<file path="config.mk">
export PLATFORM = sky130hd
export DESIGN_NAME = uart_tx_scheduler
export DESIGN_NICKNAME = d
export VERILOG_FILES = /design/src/rtl/uart_tx_scheduler.sv
export SDC_FILE = /design/constraint.sdc
export NUM_CORES = 1
export LEC_CHECK = 0
export BUFFER_PORTS_ARGS = -buffer_cell sky130_fd_sc_hd__buf_2
export CORE_ASPECT_RATIO = 0.7
export CORE_MARGIN = 2
export CORE_UTILIZATION = 37
export CTS_CLUSTER_SIZE = 24
export DETAILED_ROUTE_END_ITERATION = 12
export PLACE_DENSITY = 0.73
export SLEW_MARGIN = 40
export SYNTH_ARGS = -nofsm -noshare
export SYNTH_HDL_FRONTEND = slang
export SYNTH_SLANG_ARGS = --single-unit
</file>
<file path="constraint.sdc">
create_clock -name CLK -period 1.8 [get_ports CLK]
set_clock_uncertainty 0.2 [all_clocks]
set_input_delay 0.36 -clock CLK [delete_from_list [all_inputs] [get_ports CLK]]
set_output_delay 0.36 -clock CLK [all_outputs]
set_load 0.01 [all_outputs]
</file>
<file path="src/rtl/uart_tx_scheduler.sv">
// Sequencer in front of the UART transmitter: round-robin arbitration between a
// 1-byte register-read source and a 2-byte (LSB first) ALU source, one byte per frame.
module uart_tx_scheduler #(
  parameter int unsigned GAP_CYCLES = 0
) (
  input  logic        CLK,
  input  logic        RST,
  input  logic        REG_VALID,
  input  logic [7:0]  REG_DATA,
  input  logic        ALU_VALID,
  input  logic [15:0] ALU_DATA,
  output logic        REG_ACK,
  output logic        ALU_ACK,
  input  logic        TX_BUSY,
  output logic [7:0]  TX_P_DATA,
  output logic        TX_DATA_VALID,
  output logic        SCHED_BUSY,
  output logic        MSG_DONE,
  output logic        MSG_SRC
);

  localparam logic [2:0] IDLE      = 3'd0;
  localparam logic [2:0] ISSUE     = 3'd1;
  localparam logic [2:0] WAIT_BUSY = 3'd2;
  localparam logic [2:0] WAIT_DONE = 3'd3;
  localparam logic [2:0] GAP       = 3'd4;

  localparam bit         HAS_GAP  = (GAP_CYCLES != 0);
  localparam logic [3:0] GAP_LAST = HAS_GAP ? 4'(GAP_CYCLES - 1) : 4'd0;

  logic [2:0] state;
  logic [2:0] state_next;
  logic       last_grant;     // 1 = ALU won the previous arbitration
  logic       two_byte;       // message in flight came from the ALU
  logic       byte_sel;       // 0 = sending byte 0, 1 = sending byte 1
  logic       issue_after_gap;
  logic [3:0] gap_cnt;
  logic [7:0] msg_hi;

  logic start;
  logic grant_alu;
  logic bytes_left;

  always_comb begin
    // NOTE: every combinational output gets a default first, so no path can infer a latch.
    state_next = state;
    start      = (state == IDLE) && !TX_BUSY && (REG_VALID || ALU_VALID);
    grant_alu  = ALU_VALID && (!REG_VALID || !last_grant);
    bytes_left = two_byte && !byte_sel;

    case (state)
      IDLE:      if (start) state_next = ISSUE;
      ISSUE:     state_next = WAIT_BUSY;
      WAIT_BUSY: if (TX_BUSY) state_next = WAIT_DONE;
      WAIT_DONE: begin
        if (!TX_BUSY) begin
          if (HAS_GAP)         state_next = GAP;
          else if (bytes_left) state_next = ISSUE;
          else                 state_next = IDLE;
        end
      end
      GAP:       if (gap_cnt == 4'd0) state_next = issue_after_gap ? ISSUE : IDLE;
      default:   state_next = IDLE;
    endcase
  end

  // NOTE: sequential state uses non-blocking assignments only, so every reader sees pre-edge values.
  always_ff @(posedge CLK) begin
    if (RST) begin
      state           <= IDLE;
      last_grant      <= 1'b1;
      two_byte        <= 1'b0;
      byte_sel        <= 1'b0;
      issue_after_gap <= 1'b0;
      gap_cnt         <= 4'd0;
      TX_P_DATA       <= 8'h00;
      TX_DATA_VALID   <= 1'b0;
      REG_ACK         <= 1'b0;
      ALU_ACK         <= 1'b0;
      SCHED_BUSY      <= 1'b0;
      MSG_DONE        <= 1'b0;
      MSG_SRC         <= 1'b0;
    end else begin
      state         <= state_next;
      SCHED_BUSY    <= (state_next != IDLE);
      TX_DATA_VALID <= (state_next == ISSUE);
      REG_ACK       <= 1'b0;
      ALU_ACK       <= 1'b0;
      MSG_DONE      <= 1'b0;

      case (state)
        IDLE: begin
          if (start) begin
            REG_ACK    <= !grant_alu;
            ALU_ACK    <= grant_alu;
            MSG_SRC    <= grant_alu;
            last_grant <= grant_alu;
            two_byte   <= grant_alu;
            byte_sel   <= 1'b0;
            TX_P_DATA  <= grant_alu ? ALU_DATA[7:0] : REG_DATA;
          end
        end
        WAIT_DONE: begin
          if (!TX_BUSY) begin
            issue_after_gap <= bytes_left;
            gap_cnt         <= GAP_LAST;
            if (bytes_left) begin
              byte_sel <= 1'b1;
              if (!HAS_GAP) TX_P_DATA <= msg_hi;
            end else begin
              MSG_DONE <= 1'b1;
            end
          end
        end
        GAP: begin
          if (gap_cnt != 4'd0)      gap_cnt   <= gap_cnt - 4'd1;
          else if (issue_after_gap) TX_P_DATA <= msg_hi;
        end
        default: ;
      endcase
    end
  end

  // NOTE: the data buffer is not reset; it is always written at capture before it is read.
  always_ff @(posedge CLK) begin
    if (start) msg_hi <= ALU_DATA[15:8];
  end

endmodule

</file>
## Yosys cells after proc, flatten, opt, wreduce, memory -nomap -nowiden

Cells that the tools add are included.
W data, S select, Z words.

| operators by class | value |
|---|---|
| reduce and logical (&&, ||, !) cells | 25 |
| equality and inequality tests | 11 |
| shifts and indexed selects | 0 |
| multipliers | 0 |
| $lt $le $gt $ge | 0 |
| div/mod/pow operators | 0 |
| multiplexer cells | 22 |
| add/sub/neg operators | 1 |
| bitwise logic cells | 4 |

Operators by type and width:

| cell | count |
|---|---|
| $mux W8 | 6 |
| $pmux W8 S3 | 1 |
| $pmux W3 S5 | 1 |
| $mux W3 | 4 |
| $ne A2 B2 Y1 const B | 6 |
| $mux W4 | 2 |
| $pmux W4 S2 | 1 |
| $eq A3 B1 Y1 const B | 2 |
| $eq A3 B2 Y1 const B | 2 |
| $mux W1 | 6 |
| $reduce_and A6 Y1 | 1 |
| $reduce_bool A3 Y1 | 2 |
| $reduce_or A3 Y1 | 2 |
| $logic_not A1 Y1 | 5 |
| $logic_and A1 B1 Y1 | 4 |
| $logic_not A4 Y1 | 1 |
| $not A1 Y1 | 4 |
| $reduce_and A2 Y1 | 2 |
| $reduce_and A4 Y1 | 1 |
| $reduce_bool A2 Y1 | 2 |
| $reduce_bool A4 Y1 | 1 |
| $sub A4 B1 Y4 const B | 1 |
| $eq A3 B3 Y1 const B | 1 |
| $logic_not A3 Y1 | 1 |
| 3 further kinds | 4 |

| storage, ports and cells | value |
|---|---|
| output and inout port bits | 14 |
| logic and storage cells | 76 |
| RAM bits | 0 |
| bits in read-only memories | 0 |
| memories kept | 0 |
| bits in latches | 0 |
| input port bits | 29 |
| flip-flop bits (word level) | 32 |

## Logic depth before layout (Yosys ltp)

Gate-level depths: netlist of run 1.

| depth | value |
|---|---|
| word-level depth | 6 |
| mapped depth | 6 |

## Least setup slack after synthesis of run 1

Ideal clock, no wire load.

| path | value |
|---|---|
| kind | register -> register |
| from | register state[1] |
| to | register msg_hi[0] (enable) |
| cell stages (with the launch flop) | 5 |
| path buffers | 1 |
| slack | 0.016 ns |
| arrival time | 1.254 ns |
| path through | dfxtp_1 > buf_6 > or2_4 > or3_4 > inv_1 |

| on the way | value |
|---|---|
| cells in the longest elaborated chain, start to end | 3 |

RTL lines:

| item | RTL line | source |
|---|---|---|
| start, declared | 31 | `logic [2:0] state;` |
| start signal, assigned | 84 | `state <= state_next;` |
| $logic_not A3 Y1 | 47 | `start = (state == IDLE) && !TX_BUSY && (REG_VALID \|\| ALU_VALID);` |
| $logic_and A1 B1 Y1 (2 in a row) | 47 |  |
| via start | 40 | `logic start;` |
| end signal, assigned | 126 | `if (start) msg_hi <= ALU_DATA[15:8];` |
| end, declared | 38 | `logic [7:0] msg_hi;` |

The timed path passes the listed nets, and every way through them passes these cells.
A chain may end at the register's enable or synchronous reset.

## Worst setup path in the final report of run 1

| path | value |
|---|---|
| from | register state[0] |
| to | register msg_hi[1] (enable) |

The elaborated chain is that of the path after synthesis.

==> impl_metrics.toml, run 1 <==
[route]
drc = 0
via_count = 1245
wl_mm = 3.447
drt_iter0_markers = 40
viasPerCell = 4.826
routedWlPerCell_um = 13.36
firstDrtPassIters = 4
ant_nets = 0

[final_layout]
fill_cells = 369
final_cell_area_mm2 = 0.002026
final_nets = 235
final_cell_mix = "buf_2 (42), dfxtp_1 (22), buf_4 (16)"
final_common_cell = "buf_2"
antenna_cells = 0
drive_gt1_share_pct = 44.66
area_growth_pct = 33.25

[synth]
ys.flop_type = "dfxtp_1"
syn_area_mm2 = 0.001520
yosys.area.top_type = "dfxtp_1"
syn_inst = 147
syn_nets = 177
async_flop_share_pct = 0
ys_ff_latch = 32
synth-edff-count = 8
synth_top_area_share_pct = 31.60
yosysSeqAreaShare_pct = 47.41
ys_types = 45
syn_avg_cell_area_um2 = 10.34
yosys_warnings = 0
synth_area_leaders = "dfxtp_1 (32%), edfxtp_1 (16%), mux2_2 (5.9%)"

[global_routing]
grt_use_met1_pct = 24.93
grt_max_degree = 19
grt_usage_pct = 16.12
grt_antenna_before_repair = 0
busiest_layer = "met1"
grtUsageMet2_pct = 22.14
grt.overflow.total = 0
grt_pass1_vias = 1182
grt_pass1_wl_mm = 5.706
use_met3_pct = 4.673

[worst_setup_path]
crit_arrival_ns = 1.55
crit_fanout = 9
end_kind = "register"
required_ns = 1.60
path_class = "register to register"
worstSetupStartpointType = "register"

[floorplan]
io_pins = 43
start_util_pct = 38.76
die_h_um = 57.63
num_rows = 19
coreArea_mm2 = 0.003923
die_w_um = 80.61
die-area_mm2 = 0.004646

[sta]
fin_crit_ns = 1.756
rsz0062_at_grt = "false"
hold_violations = 0
maxSlewViolCount = 0
layout_setup_ws_ns = 0.04367
min_period_over_period_pct = 97.57
setup_viol = 0
max_slew_margin_pct = 72.17
max_freq_mhz = 569.4
worst_slew_pin_slew_ns = 0.4132

[clocking]
cts_root_buffer = "clkbuf_8"
cts.reportedPaths.clkPinSlew_ns = 0.07
clk_path_buf_depth = 2
worstSkewPairLatency_ns = 0.27
cts_sinks = 32
cts_made_buffers = 5
h-tree-depth = 2
cts_tree = "done"
cts_setup_buffers = 0
cts_hold_buf = 0

[power]
p_leak_nw = 0.9015
powerDensity_mw_per_mm2 = 816.6
irDropWorstVdd_mv = 0.5242

[min_path]
min_path_type = "input pin to register"

[placement]
portBuffers = 42
hpwl_mm = 2.647
gp_congestion = 0.8818
dpl_worst_slack_ns = -0.04863
placed_area_mm2 = 0.001901

[run]
cap_violations = 0

[status]
outcome = "complete, no violations"
cell usage after synthesis, drive strengths merged, types with 5 or more instances:
| cell type | n |
|---|---|
| buf | 6 |
| dfxtp | 24 |
| edfxtp | 8 |
| inv | 5 |
| mux2 | 8 |
| mux2i | 8 |
| nand2 | 14 |
| nor2 | 13 |
| nor3 | 5 |
| o211ai | 8 |
| o21bai | 9 |
state kept, by name, indices dropped and copies added (netlist names):
name,count
TX_P_DATA,8
ALU_ACK,1
REG_ACK,1
byte_sel,1
TX_DATA_VALID,1
msg_hi,8
state,3
two_byte,1
last_grant,1
gap_cnt,4
SCHED_BUSY,1
MSG_DONE,1
issue_after_gap,1
layer usage:
layer / wire (um) / up-vias / part of all wire [%]
li1: - / 647 / -
met1: 1811 / 563 / 53
met2: 1460 / 35 / 42
met3: 175 / 0 / 5.1
met4: 0 / 0 / 0
met5: 0 / - / 0
where the power goes:
group,internal (mW),total (mW),switching (mW)
combinational,0.168,0.311,0.143
sequential,0.793,0.821,0.0280
clock,0.262,0.522,0.260
timing repair:
| action | 4_1_cts | 5_1_grt |
|---|---|---|
| gates resized for setup | 3 | 7 |
| pin swaps | 1 | 2 |
| setup endpoints to repair | 18 | 20 |
critical path: stages, from the launching register on:
cell	delay (ns)
dfxtp_2	0.37
or2_4	0.26
or3_4	0.39
inv_1	0.12
buf_12	0.13
area by class of cell:
| class | instances | area (um2) | area share [%] |
|---|---|---|---|
| Timing Repair Buffer | 60 | 370.4 | 18.28 |
| Clock inverter | 3 | 13.76 | 0.6794 |
| Tap cell | 52 | 65.06 | 3.212 |
| Multi-Input combinational cell | 101 | 765.7 | 37.80 |
| Inverter | 5 | 18.77 | 0.9265 |
| Clock buffer | 5 | 68.82 | 3.397 |
| Sequential cell | 32 | 723.2 | 35.70 |
stage by stage:
stage          power, mW  hold WS, ns  cells  util [%]   TNS, ns
6_report           1.654      0.05498    258     51.64         0
5_1_grt            1.738      0.04048    258     51.64         0
4_1_cts            1.664      0.04675    258     50.78         0
3_5_place_dp       1.145       0.2537    250     48.45   -0.3658
3_3_place_gp       1.140       0.2457    250     48.45  -0.08028
2_1_floorplan      1.003       0.2310    147         -         0
logic make-up after synthesis:
family / Yosys count / synth area share, %
xor gates and xnor gates: 3 / 1.729
and+or+nand+nor: 48 / 17.12
adders and majority gates: 1 / 0.8229
muxes: 16 / 11.19
DFF: 32 / 47.41
AOI/OAI and AO/OA: 33 / 16.87
buffers and inverters: 14 / 4.857
worst paths after layout:
kind	from	slack [ns]	endpoint	depth (start not counted)
worst max-delay path	state[0]	0.04	msg_hi[1]	4
worst min-delay path	ALU_DATA[10]	0.05	msg_hi[2]	1
worst max register to register	state[0]	0.04	msg_hi[1]	4
worst min register to register	TX_P_DATA[6]	0.27	TX_P_DATA[6]	2
(Power assumes the default switching activity.)
==> inputs of run 2 (changes only) <==
PLACE_DENSITY = 0.69   (was 0.73)
==> run 2 against run 1 <==
  * First-iteration DRC count up 100%
  * Critical endpoint is now last_grant
  * Sequential share of layout area down 1.2 points
  * Routed wire length rose by 5.7%
  * Sequential cell count is the same
  * Cell count grew 1.9%
  * Count of clock-buffer cells in the layout up 1
  * Die area unchanged
  * Total power rose by 9.0%
  * Hold slack lost 0.0075 ns
  * Sequential power hardly changed
  * Global-route usage rose by 1.3 points
  * Highest routed layer is now met4
  * Critical path type unchanged
  * Clock power rose by 27%
==> impl_metrics.toml, run 2 (synthesized netlist as in run 1, its figures left out) <==
[sta]
worst_slew_pin_slew_ns = 0.3819
rsz0062_at_grt = "false"
hold_violations = 0
max_freq_mhz = 573.6
min_period_over_period_pct = 96.85
max_slew_margin_pct = 74.18
setup_viol = 0
fin_crit_ns = 1.743
maxSlewViolCount = 0

[final_layout]
final_cell_area_mm2 = 0.002097
area_growth_pct = 37.94
final_common_cell = "buf_2"
final_nets = 240
antenna_cells = 0
drive_gt1_share_pct = 45.97
fill_cells = 375
final_cell_mix = "buf_2 (42), dfxtp_1 (22), buf_4 (21)"
largestRegisters = "TX_P_DATA: 8 flops, msg_hi: 8 flops, gap_cnt: 4 flops"

[global_routing]
grt_pass1_wl_mm = 5.892
grt_antenna_before_repair = 0
grt.overflow.total = 0
grt_max_degree = 18
grt_pass1_vias = 1238
grt_usage_pct = 17.42

[floorplan]
start_util_pct = 38.76
io_pins = 43
coreArea_mm2 = 0.003923
die_w_um = 80.61
num_rows = 19
die_h_um = 57.63
die-area_mm2 = 0.004646

[clocking]
cts_tree = "done"
cts_setup_buffers = 0
h-tree-depth = 2
clk_path_buf_depth = 2
cts_sinks = 32
cts.reportedPaths.clkPinSlew_ns = 0.06
worstSkewPairLatency_ns = 0.29
cts_made_buffers = 5
cts_root_buffer = "clkbuf_8"

[power]
irDropWorstVdd_mv = 0.3865
p_leak_nw = 0.9329
powerDensity_mw_per_mm2 = 859.8
fin_total_pwr_mw = 1.803

[route]
drc = 0
routedWlPerCell_um = 13.85
via_count = 1302
viasPerCell = 4.951
firstDrtPassIters = 4
drt_iter0_markers = 81
ant_nets = 0
wl_mm = 3.642

[worst_setup_path]
crit_fanout = 7
required_ns = 1.77
reg2regPathDepth = 4
path_class = "register to register"
end_kind = "register"
worstSetupStartpointType = "register"
crit_arrival_ns = 1.72

[min_path]
min_path_type = "input pin to register"
hold_path_depth = 1

[placement]
hpwl_mm = 2.747
placed_area_mm2 = 0.001938
gp_congestion = 0.7963
portBuffers = 42

[status]
outcome = "complete, no violations"

[run]
cap_violations = 0
-- run 2: worst max-delay path, stage by stage, from the launching register on --
cell and delay [ns]:
dfxtp_2 0.36, or2_4 0.26, or3_4 0.38, buf_4 0.16, a211o_1 0.28
-- run 2: cell type report --
cell class | instances | area [um2] | share of cell area (%)
inverter | 5 | 22.52 | 1.074
sequential | 32 | 723.2 | 34.49
tap | 52 | 65.06 | 3.103
clock buffer | 6 | 72.57 | 3.461
clock inverter | 2 | 35.03 | 1.671
timing repair buffer | 65 | 407.9 | 19.45
multi-input combinational | 101 | 770.7 | 36.75
-- run 2: final timing paths --
check,start,end,slack [ns]
worst max-delay path,state[1],last_grant,0.06
worst min register to register,TX_P_DATA[4],TX_P_DATA[4],0.26
worst max register to register,state[1],last_grant,0.06
worst min-delay path,ALU_DATA[12],msg_hi[4],0.05
-- run 2: layer usage --
metal / GRT usage, % / up-vias / share of wire [%]
li1: - / 659 / -
met1: 26.71 / 596 / 51
met2: 21.90 / 40 / 42
met3: 5.452 / 7 / 5.5
met4: 7.990 / 0 / 1.7
met5: 0 / - / 0
-- run 2: through the flow --
| step | worst slack (ns) | hold slack, ns | utilization (%) | TNS (ns) | instances |
|---|---|---|---|---|---|
| after detailed placement | -0.06081 | 0.2568 | 49.41 | -0.7177 | 255 |
| after global routing | 0.002811 | 0.03402 | 53.46 | 0 | 263 |
| after floorplan | 0.01618 | 0.2310 | - | 0 | 147 |
| final | 0.05676 | 0.04751 | 53.46 | 0 | 263 |
| after global placement | -0.03765 | 0.2486 | 49.41 | -0.3634 | 255 |
| after CTS | 0.01221 | 0.04027 | 52.70 | 0 | 263 |
-- run 2: power breakdown --
part,switching [mW],internal [mW]
combinational,0.148,0.172
sequential,0.0287,0.793
clock,0.251,0.410
-- run 2: timing repair --
action / in CTS / in global routing
hold buffers: 0 / 0
gates resized for setup: 5 / 6
pin swaps: 0 / 1
endpoints found under the setup margin: 18 / 14
==> inputs of run 3 (changes only) <==
HOLD_SLACK_MARGIN = 0.1   (was default)
==> run 3 against run 2 <==
  * Sequential share of layout area is 1.3 points lower
  * Count of clock-buffer cells in the layout unchanged
  * Fmax barely moved
  * Critical path depth unchanged
==> impl_metrics.toml, run 3 (synthesized netlist as in run 1, its figures left out) <==
[final_layout]
fill_cells = 365
multi_input_area_um2 = 770.7
final_cell_mix = "buf_2 (42), dfxtp_1 (22), buf_4 (21)"
final_nets = 248
regArea_um2 = 723.2
area_growth_pct = 43.21
antenna_cells = 0
fin_util_pct = 55.50
final_common_cell = "buf_2"
largestRegisters = "TX_P_DATA: 8 flops, msg_hi: 8 flops, gap_cnt: 4 flops"
drive_gt1_share_pct = 44.29

[global_routing]
grt_use_met1_pct = 26.81
grt_pass1_wl_mm = 6.058
grt_usage_pct = 17.92
grtUsageMet2_pct = 23.69
grt_antenna_before_repair = 0
busiest_layer = "met1"
use_met3_pct = 5.296
grt_pass1_vias = 1276
grt_max_degree = 18
grt.overflow.total = 0

[route]
drc = 0
ant_nets = 0
routedWlPerCell_um = 13.85
firstDrtPassIters = 4
wl_mm = 3.753
via_count = 1329
viasPerCell = 4.904
drt_iter0_markers = 94

[min_path]
hold_path_depth = 2
holdPathEnd = "issue_after_gap"
min_path_type = "input pin to register"
min_from = "RST"

[worst_setup_path]
r2r_end = "last_grant"
crit_arrival_ns = 1.72
timing.critical_path.slowest_cell_delay_ns = 0.38
reg2reg_slack_ns = 0.06
worstReg2RegStart = "state[1]"
worstSetupStartpointType = "register"
required_ns = 1.77
cp_cell_sequence = "or2_4 > or3_4 > buf_4 > a211o_1"
end_kind = "register"
reg2regPathDepth = 4
crit_fanout = 7
path_class = "register to register"
slowest_stage = "or3_4"

[sta]
hold_violations = 0
maxSlewViolCount = 0
fin_crit_ns = 1.744
layout_setup_ws_ns = 0.05644
worst_slew_pin_slew_ns = 0.3819
rsz0062_at_grt = "false"
max_freq_mhz = 573.5
max_slew_margin_pct = 74.18
setup_viol = 0
min_period_over_period_pct = 96.86

[floorplan]
coreArea_mm2 = 0.003923
die-area_mm2 = 0.004646
die_h_um = 57.63
die_w_um = 80.61
io_pins = 43
num_rows = 19
start_util_pct = 38.76

[clocking]
cts_sinks = 32
cts_tree = "done"
cts_root_buffer = "clkbuf_8"
cts_made_buffers = 5
cts.reportedPaths.clkPinSlew_ns = 0.06
cts_setup_buffers = 0
worstSkewPairLatency_ns = 0.28
h-tree-depth = 2
clk_path_buf_depth = 2

[placement]
dpl_worst_slack_ns = -0.06081
hpwl_mm = 2.747
gp_congestion = 0.7963
portBuffers = 42

[status]
outcome = "complete, no violations"

[power]
p_leak_nw = 0.9663
powerDensity_mw_per_mm2 = 834.5
irDropWorstVdd_mv = 0.3886

[run]
cap_violations = 0
-- run 3: cell count changes in the layout (fill, tap and decap cells not counted), sizes merged --
| cell | change |
|---|---|
| dlygate4sd3 | +8 |
-- run 3: worst max-delay path, delay by kind of cell, from the launching register on --
family          cells  cell delay, ns
simple gates        2            0.64
compound gates      1            0.28
buf+inv             1            0.16
flops               1            0.36
-- run 3: area by class of cell --
type | count | share of cell area [%]
tap | 52 | 2.989
multi-input combinational | 101 | 35.40
clock inverter | 2 | 1.609
inverter | 5 | 1.034
clock buffer | 6 | 3.333
sequential | 32 | 33.22
timing repair buffer | 73 | 22.41
-- run 3: timing repair --
action / in CTS / in global routing
resized for setup: 5 / 6
hold buffers: 8 / 0
pin swaps: 0 / 1
endpoints found under the hold margin: 8 / 0
endpoints found under the setup margin: 18 / 14
-- run 3: worst max-delay path by stage --
stage                     from         end  slack [ns]
floorplan             state[1]   msg_hi[0]        0.02
global placement       TX_BUSY   msg_hi[4]       -0.04
detailed placement     TX_BUSY   msg_hi[4]       -0.06
CTS                   state[1]  last_grant        0.01
global route        gap_cnt[0]  gap_cnt[3]       0.003
finish                state[1]  last_grant        0.06
-- run 3: power by group --
| group | switching [mW] | total [mW] | internal [mW] | leakage [nW] |
|---|---|---|---|---|
| sequential | 0.0288 | 0.822 | 0.793 | 0.272 |
| combinational | 0.150 | 0.334 | 0.184 | 0.639 |
| clock | 0.251 | 0.661 | 0.410 | 0.0552 |
-- run 3: metal layers --
metal	share of wire [%]	wire, um	vias up
met5	0	0	-
met4	1.5	58	0
met3	5.3	200	7
met2	44	1643	42
met1	49	1850	605
li1	-	-	675
-- run 3: through the flow --
step | std cells | total power [mW] | TNS [ns] | cell area [um2] | hold slack, ns
floorplan | 147 | 1.003 | 0 | 1520 | 0.2310
global route | 271 | 1.907 | 0 | 2177 | 0.1978
finish | 271 | 1.817 | 0 | 2177 | 0.1917
CTS | 271 | 1.830 | 0 | 2147 | 0.1773
global placement | 255 | 1.145 | -0.3634 | 1938 | 0.2486
detailed placement | 255 | 1.151 | -0.7177 | 1938 | 0.2568
